`config.mk`:
```
export PLATFORM = sky130hd
export DESIGN_NAME = branch_resolve_flat
export DESIGN_NICKNAME = d
export VERILOG_FILES = /design/src/rtl/branch_resolve_if.sv /design/src/rtl/branch_resolve.sv /design/src/flat_wrapper.sv
export SDC_FILE = /design/constraint.sdc
export NUM_CORES = 1
export LEC_CHECK = 0
export ABC_AREA = 1
export CAP_MARGIN = 20
export CELL_PAD_IN_SITES_DETAIL_PLACEMENT = 0
export CELL_PAD_IN_SITES_GLOBAL_PLACEMENT = 2
export CORE_AREA = 2 2 303 305
export DETAILED_ROUTE_END_ITERATION = 12
export DIE_AREA = 0 0 305 307
export MAX_ROUTING_LAYER = met4
export PLACE_DENSITY_LB_ADDON = 0.1
export SLEW_MARGIN = 40
export SYNTH_ARGS = -nofsm -noshare
export SYNTH_HDL_FRONTEND = slang
export SYNTH_SLANG_ARGS = --single-unit
```
`constraint.sdc`:
```
create_clock -name clock -period 6 [get_ports clock]
set_clock_uncertainty 0.15 [all_clocks]
set_input_delay 0.6 -clock clock [delete_from_list [all_inputs] [get_ports clock]]
set_output_delay 0.6 -clock clock [all_outputs]
set_load 0.005 [all_outputs]
```
`src/rtl/branch_resolve_if.sv`:
```
// branch_resolve_if: control-transfer request, redirect handshake and statistics bundle for branch_resolve
interface branch_resolve_if #(
    parameter int XLEN  = 64,
    parameter int CNT_W = 32
);
    logic             in_valid;
    logic             in_ready;
    logic [1:0]       br_type;
    logic [2:0]       funct3;
    logic [XLEN-1:0]  pc;
    logic [XLEN-1:0]  imm;
    logic [XLEN-1:0]  rs1;
    logic             eq_flag;
    logic             less_flag;
    logic             pred_taken;
    logic [XLEN-1:0]  pred_target;
    logic             redir_valid;
    logic             redir_ready;
    logic [XLEN-1:0]  redir_pc;
    logic             flush;
    logic             wb_valid;
    logic [XLEN-1:0]  wb_link;
    logic             misalign;
    logic [CNT_W-1:0] br_cnt;
    logic [CNT_W-1:0] mis_cnt;

    modport slave (
        input  in_valid, br_type, funct3, pc, imm, rs1, eq_flag, less_flag,
               pred_taken, pred_target, redir_ready,
        output in_ready, redir_valid, redir_pc, flush, wb_valid, wb_link,
               misalign, br_cnt, mis_cnt
    );

    modport master (
        output in_valid, br_type, funct3, pc, imm, rs1, eq_flag, less_flag,
               pred_taken, pred_target, redir_ready,
        input  in_ready, redir_valid, redir_pc, flush, wb_valid, wb_link,
               misalign, br_cnt, mis_cnt
    );
endinterface

```
`src/rtl/branch_resolve.sv`:
```
// branch_resolve: execute-stage branch/jump resolution with redirect handshake and saturating statistics
module branch_resolve #(
    parameter int XLEN  = 64,
    parameter int CNT_W = 32
) (
    input logic            clock,
    input logic            reset,
    branch_resolve_if.slave bus
);
    typedef enum logic {RUN, REDIR} state_t;

    state_t           state, state_nx;
    logic             accept, active, is_jump, cond, taken, mal, mispred, redirect;
    logic [XLEN-1:0]  target, link, next_pc;
    logic [XLEN-1:0]  redir_pc_q, wb_link_q;
    logic             wb_valid_q, misalign_q;
    logic [CNT_W-1:0] br_cnt_q, mis_cnt_q;

    // Resolve the presented instruction and decide the next FSM state
    always_comb begin
        state_nx = state;
        accept   = bus.in_valid && state == RUN;
        active   = accept && bus.br_type != 2'b11;
        is_jump  = bus.br_type == 2'b01 || bus.br_type == 2'b10;
        cond     = bus.funct3[2] ? (bus.less_flag ^ bus.funct3[0])
                 : (bus.funct3[1] ? 1'b0 : (bus.eq_flag ^ bus.funct3[0]));
        taken    = bus.br_type == 2'b00 ? cond : bus.br_type != 2'b11;
        target   = bus.br_type == 2'b10 ? ((bus.rs1 + bus.imm) & ~XLEN'(1)) : bus.pc + bus.imm;
        link     = bus.pc + XLEN'(4);
        next_pc  = taken ? target : link;
        mal      = taken && target[1];
        mispred  = (taken != bus.pred_taken) || (taken && target != bus.pred_target);
        redirect = active && mispred && !mal;
        if (state == RUN && redirect)
            state_nx = REDIR;
        else if (state == REDIR && bus.redir_ready)
            state_nx = RUN;
    end

    // FSM state register
    always_ff @(posedge clock) begin
        if (!reset)
            state <= RUN;
        else
            state <= state_nx;
    end

    // Redirect target, link result, pulses and saturating counters
    always_ff @(posedge clock) begin
        if (!reset) begin
            redir_pc_q <= '0;
            wb_link_q  <= '0;
            wb_valid_q <= 1'b0;
            misalign_q <= 1'b0;
            br_cnt_q   <= '0;
            mis_cnt_q  <= '0;
        end else begin
            wb_valid_q <= active && is_jump;
            misalign_q <= active && mal;
            if (redirect)
                redir_pc_q <= next_pc;
            if (active && is_jump)
                wb_link_q <= link;
            br_cnt_q  <= br_cnt_q + CNT_W'(active && !(&br_cnt_q));
            mis_cnt_q <= mis_cnt_q + CNT_W'(active && (mispred || mal) && !(&mis_cnt_q));
        end
    end

    assign bus.in_ready    = state == RUN;
    assign bus.redir_valid = state == REDIR;
    assign bus.flush       = state == REDIR && bus.redir_ready;
    assign bus.redir_pc    = redir_pc_q;
    assign bus.wb_valid    = wb_valid_q;
    assign bus.wb_link     = wb_link_q;
    assign bus.misalign    = misalign_q;
    assign bus.br_cnt      = br_cnt_q;
    assign bus.mis_cnt     = mis_cnt_q;
endmodule

```
`src/flat_wrapper.sv`:
```
// flat-port wrapper written by rule: the top's interface ports become plain ports
module branch_resolve_flat 
#(
    parameter int XLEN  = 64,
    parameter int CNT_W = 32
)
  (clock, reset, bus_in_valid, bus_br_type, bus_funct3, bus_pc, bus_imm, bus_rs1, bus_eq_flag, bus_less_flag, bus_pred_taken, bus_pred_target, bus_redir_ready, bus_in_ready, bus_redir_valid, bus_redir_pc, bus_flush, bus_wb_valid, bus_wb_link, bus_misalign, bus_br_cnt, bus_mis_cnt);
  branch_resolve_if #(.XLEN(XLEN), .CNT_W(CNT_W)) bus_i ();
  input logic clock;
  input logic reset;
  input wire logic [$bits(bus_i.in_valid)-1:0] bus_in_valid;
  input wire logic [$bits(bus_i.br_type)-1:0] bus_br_type;
  input wire logic [$bits(bus_i.funct3)-1:0] bus_funct3;
  input wire logic [$bits(bus_i.pc)-1:0] bus_pc;
  input wire logic [$bits(bus_i.imm)-1:0] bus_imm;
  input wire logic [$bits(bus_i.rs1)-1:0] bus_rs1;
  input wire logic [$bits(bus_i.eq_flag)-1:0] bus_eq_flag;
  input wire logic [$bits(bus_i.less_flag)-1:0] bus_less_flag;
  input wire logic [$bits(bus_i.pred_taken)-1:0] bus_pred_taken;
  input wire logic [$bits(bus_i.pred_target)-1:0] bus_pred_target;
  input wire logic [$bits(bus_i.redir_ready)-1:0] bus_redir_ready;
  output wire logic [$bits(bus_i.in_ready)-1:0] bus_in_ready;
  output wire logic [$bits(bus_i.redir_valid)-1:0] bus_redir_valid;
  output wire logic [$bits(bus_i.redir_pc)-1:0] bus_redir_pc;
  output wire logic [$bits(bus_i.flush)-1:0] bus_flush;
  output wire logic [$bits(bus_i.wb_valid)-1:0] bus_wb_valid;
  output wire logic [$bits(bus_i.wb_link)-1:0] bus_wb_link;
  output wire logic [$bits(bus_i.misalign)-1:0] bus_misalign;
  output wire logic [$bits(bus_i.br_cnt)-1:0] bus_br_cnt;
  output wire logic [$bits(bus_i.mis_cnt)-1:0] bus_mis_cnt;
  assign bus_i.in_valid = bus_in_valid;
  assign bus_i.br_type = bus_br_type;
  assign bus_i.funct3 = bus_funct3;
  assign bus_i.pc = bus_pc;
  assign bus_i.imm = bus_imm;
  assign bus_i.rs1 = bus_rs1;
  assign bus_i.eq_flag = bus_eq_flag;
  assign bus_i.less_flag = bus_less_flag;
  assign bus_i.pred_taken = bus_pred_taken;
  assign bus_i.pred_target = bus_pred_target;
  assign bus_i.redir_ready = bus_redir_ready;
  assign bus_in_ready = bus_i.in_ready;
  assign bus_redir_valid = bus_i.redir_valid;
  assign bus_redir_pc = bus_i.redir_pc;
  assign bus_flush = bus_i.flush;
  assign bus_wb_valid = bus_i.wb_valid;
  assign bus_wb_link = bus_i.wb_link;
  assign bus_misalign = bus_i.misalign;
  assign bus_br_cnt = bus_i.br_cnt;
  assign bus_mis_cnt = bus_i.mis_cnt;
  branch_resolve #(.XLEN(XLEN), .CNT_W(CNT_W)) u_core (.clock(clock), .reset(reset), .bus(bus_i));
endmodule
```
==> reports/qor_table.md, run 1 <==
| Metric | Reported | Unit |
|:---|:---|:---|
| Pins Over Slew Limit | 0 | - |
| Post-synthesis async set-or-reset flop share | 0 | - |
| Final cycle utilization of the critical path | 0.954 | - |
| Maximum number of pins on one net before global-route repair | 67 | - |
| Outcome | completed | - |
| Fraction of power spent switching nets | 0.405 | - |
| CTS Hold Bufs | 0 | - |
| Number of input and output port buffers inserted | 464 | - |
| Data required, critical path | 6180 | ps |
| Clock period minus worst slack | 5720 | ps |
| Cell types with the largest area share after synthesis | sky130_fd_sc_hd__nand2_1 24%, sky130_fd_sc_hd__dfxtp_1 17%, sky130_fd_sc_hd__inv_1 14% | - |
| Post-synthesis area per instance | 5.29 | µm² |
| Setup TNS | 0 | ps |
| Worst min-delay path class | flop to flop | - |
| Proportion of power drawn by combinational gates | 0.554 | - |
| Leading cell type in the layout, fill and taps excluded | sky130_fd_sc_hd__nand2_1 | - |
| Post-route cell area | 37500 | µm² |
| Effective utilization at floorplan | 0.257 | - |
| Syn Nets | 4818 | - |
| Yosys top cell area share | 0.244 | - |
| Via density | 4.48 | - |
| NumNets Final | 5987 | - |
| Crit path top cell by count | sky130_fd_sc_hd__nand2_1 | - |
| Number of instances in the synthesized netlist | 4415 | - |
| Slowest cell delay on critical path | 480 | ps |
| Commonest cells after routing, fill and taps aside | 1421 x sky130_fd_sc_hd__nand2_1, 849 x sky130_fd_sc_hd__inv_1, 749 x sky130_fd_sc_hd__buf_4 | - |
| Via count of the first global-routing pass | 29200 | - |
| Wirelength per Cell | 19.3 | µm |
| Clock sink count | 195 | - |
| GRT overflow | 0 | - |
| Critical path endpoint category | flop | - |
| Internal power consumption | 3.50 | mW |
| Share of total power in the clock network | 0.202 | - |
| Start-to-end type of the worst setup path | input port to flop | - |
| Largest area contributor in the netlist | sky130_fd_sc_hd__nand2_1 | - |
| Switching power summed over all nets | 2.38 | mW |
| Area of the mapped netlist | 23300 | µm² |
| Cell area after placement | 34800 | µm² |
| Slew headroom | 0.507 | - |
| DRC violation count after routing | 0 | - |
| CP max stage cell | sky130_fd_sc_hd__clkdlybuf4s50_1 | - |
| Total routing usage reported by global routing | 0.279 | - |
| Worst-path fanout max | 4 | - |
| Worst-Margin Slew | 735 | ps |
| Total leakage power | 19.8 | nW |
| Starting DRC count in detailed routing | 2128 | - |
| Die ar. | 93600 | µm² |
| Number of different library cells in the post-synthesis netlist | 53 | - |
| Number of endpoints failing setup at the final stage | 0 | - |
| Seq pwr share | 0.244 | - |
| Final estimated routing congestion in global placement | 0.969 | - |
| Number of clock buffers inserted by TritonCTS | 17 | - |
| Clock Latency Late Sink | 440 | ps |
| Antenna violations before repair | 23 | - |
| Register clock-pin slew on the reported worst setup and hold paths | 70 | ps |
| Max Buffers Root-to-Sink | 2 | - |
| I/O pin count | 465 | - |
| Floorplan die height | 307 | µm |
| CTS tree | built | - |
| Maximum VDD drop | 0.228 | mV |
| Cell at the root of the clock tree | sky130_fd_sc_hd__clkbuf_16 | - |
| Number of flops mapped to enable cells by yosys | 0 | - |
| Total core area | 90700 | µm² |
| Setup crit start kind | input port | - |
| Number of warnings reported in the yosys synthesis log | 0 | - |
| Finished Core Util | 0.413 | - |
| Pwr/cell area | 157 | nW/µm² |
| # Max-Cap Violations | 0 | - |
| Detail Placement HPWL | 115 | mm |
| Hold Vio Cnt, Final | 0 | - |
| Register bit count reported by yosys | 195 | - |
| Maximum clock frequency | 175 | MHz |
| DR pass1 iterations | 5 | - |
| Via count of the routed design | 30500 | - |
| H-Tree Level Count | 4 | - |
| Top flip-flop cell by instance count after synthesis | sky130_fd_sc_hd__dfxtp_1 | - |
| First-pass GRT wire length | 187 | mm |
| Sequential share of the synthesized area | 0.167 | - |
| Share of layout cells above drive strength 1 | 0.214 | - |
| Floorplan row count | 111 | - |
| Arrival time of the worst setup path | 5910 | ps |
| Area growth, synth to finish | 60.4 | % |
| Detail Route Antenna Nets | 0 | - |
| Die width | 305 | µm |
| Routed Wire Length | 131 | mm |
## critical path, delay by kind of cell
family	cells	cell delay (ps)
fa+ha+maj	3	700
simple gates	24	2540
compound gates	3	430
buf+inv	12	1610
## cells in the mapped netlist (3+ instances only)
cell and number:
sky130_fd_sc_hd__buf_2 9, sky130_fd_sc_hd__o21a_1 8, sky130_fd_sc_hd__o21ai_0 153, sky130_fd_sc_hd__nand2_1 1515, sky130_fd_sc_hd__dfxtp_1 195, sky130_fd_sc_hd__ha_1 133, sky130_fd_sc_hd__nand4_1 48, sky130_fd_sc_hd__nor2_1 482
sky130_fd_sc_hd__buf_6 7, sky130_fd_sc_hd__xor2_1 51, sky130_fd_sc_hd__a211oi_1 4, sky130_fd_sc_hd__a21oi_2 3, sky130_fd_sc_hd__clkbuf_1 45, sky130_fd_sc_hd__nand3_1 362, sky130_fd_sc_hd__inv_1 861, sky130_fd_sc_hd__nor3b_1 3
sky130_fd_sc_hd__a21o_1 8, sky130_fd_sc_hd__and2_1 4, sky130_fd_sc_hd__inv_2 16, sky130_fd_sc_hd__nor2_4 3, sky130_fd_sc_hd__nand3b_1 53, sky130_fd_sc_hd__nor3_1 87, sky130_fd_sc_hd__nor2_2 13, sky130_fd_sc_hd__a31oi_1 10
sky130_fd_sc_hd__nand2_2 14, sky130_fd_sc_hd__a21oi_1 177, sky130_fd_sc_hd__xnor2_1 20, sky130_fd_sc_hd__o211ai_1 31, sky130_fd_sc_hd__o21bai_1 43, sky130_fd_sc_hd__clkinv_1 3, sky130_fd_sc_hd__nor4_1 11, sky130_fd_sc_hd__o21ai_1 7
sky130_fd_sc_hd__buf_1 12
## power by group through the flow
stage | Sequential [mW] | Clock (mW) | Combinational (mW)
2_1_floorplan | 1.46 | 0 | 1.34
3_3_place_gp | 1.46 | 0 | 3.07
3_5_place_dp | 1.46 | 0 | 3.07
4_1_cts | 1.43 | 1.22 | 3.10
5_1_grt | 1.44 | 1.28 | 3.57
6_report | 1.43 | 1.19 | 3.26
## layout make-up
type,instances,area (µm²)
tap,1186,1480
antenna,18,45.0
clock inverter,8,98.8
inverter,880,3300
multi-input combinational,3265,17500
clock buffer,24,492
fill,10100,53200
timing repair buffer,1225,10600
sequential,195,3900
## registers in the layout, indices dropped and copies added (netlist names)
name and count:
u_core.bus.br_cnt 32, u_core.bus.redir_valid 1, u_core.bus.wb_link 64, u_core.bus.mis_cnt 32, u_core.bus.misalign 1, u_core.bus.wb_valid 1, u_core.bus.redir_pc 64
## worst paths after layout
kind | cells after the start | slack, ps | from | end
hold reg to reg | 2 | 320 | u_core.bus.wb_link[0] | u_core.bus.wb_link[0]
setup / recovery | 42 | 280 | bus_imm[24] | u_core.bus.mis_cnt[26]
setup reg to reg | 22 | 1910 | u_core.bus.redir_valid | u_core.bus.br_cnt[29]
hold / removal | 2 | 320 | u_core.bus.wb_link[0] | u_core.bus.wb_link[0]
## per-stage QoR
stage	std cells	total power [mW]	setup WS, ps	hold slack (ps)
after CTS	6764	5.75	1.73	322
after floorplan	4415	2.80	754	310
final	6801	5.88	278	320
after detailed placement	6730	4.53	-898	310
after global placement	6730	4.54	-804	307
after global routing	6801	6.29	-42.4	334
## routing by layer
| layer | up-vias | GRT usage | routed length [µm] |
|---|---|---|---|
| met5 | - | - | 0 |
| met4 | 0 | 0.0609 | 3300 |
| li1 | 16100 | - | - |
| met2 | 615 | 0.492 | 64100 |
| met3 | 76 | 0.0339 | 5770 |
| met1 | 13700 | 0.340 | 58300 |
## logic make-up after synthesis
logic type,Yosys count,share of synthesized area
AO/OA/AOI/OAI,451,0.110
flip-flops,195,0.167
XOR/XNOR,71,0.0266
AND/OR/NAND/NOR,2608,0.467
adder cells (fa/ha/maj),135,0.0730
buffers and inverters,955,0.157
## timing repair
item | in CTS | in global routing
gates resized for setup | 51 | 409
setup buffers | 2 | 19
pin swaps | 9 | 50
endpoints found under the setup margin | 12 | 15
(Power assumes the default switching activity.)
==> run 2, diff against run 1 <==
- SLEW_MARGIN: 40 -> not set
==> results of run 2 <==
Same layout as run 1: the final DEF is identical, and so are final timing and power.
==> run 3, diff against run 2 <==
--- a/config.mk
+++ b/config.mk
@@ -16,2 +16,3 @@
 export PLACE_DENSITY_LB_ADDON = 0.1
+export SLEW_MARGIN = 20
 export SYNTH_ARGS = -nofsm -noshare
--- a/constraint.sdc
+++ b/constraint.sdc
@@ -4,2 +4,2 @@
 set_output_delay 0.6 -clock clock [all_outputs]
-set_load 0.005 [all_outputs]
+set_load 0.05 [all_outputs]
==> results of run 3 <==
Same layout as run 1 (identical final DEF). Status: completed.
Main changes from that run: total power 5.88 mW -> 6.18 mW; worst IR drop on VDD 0.228 mV -> 0.231 mV
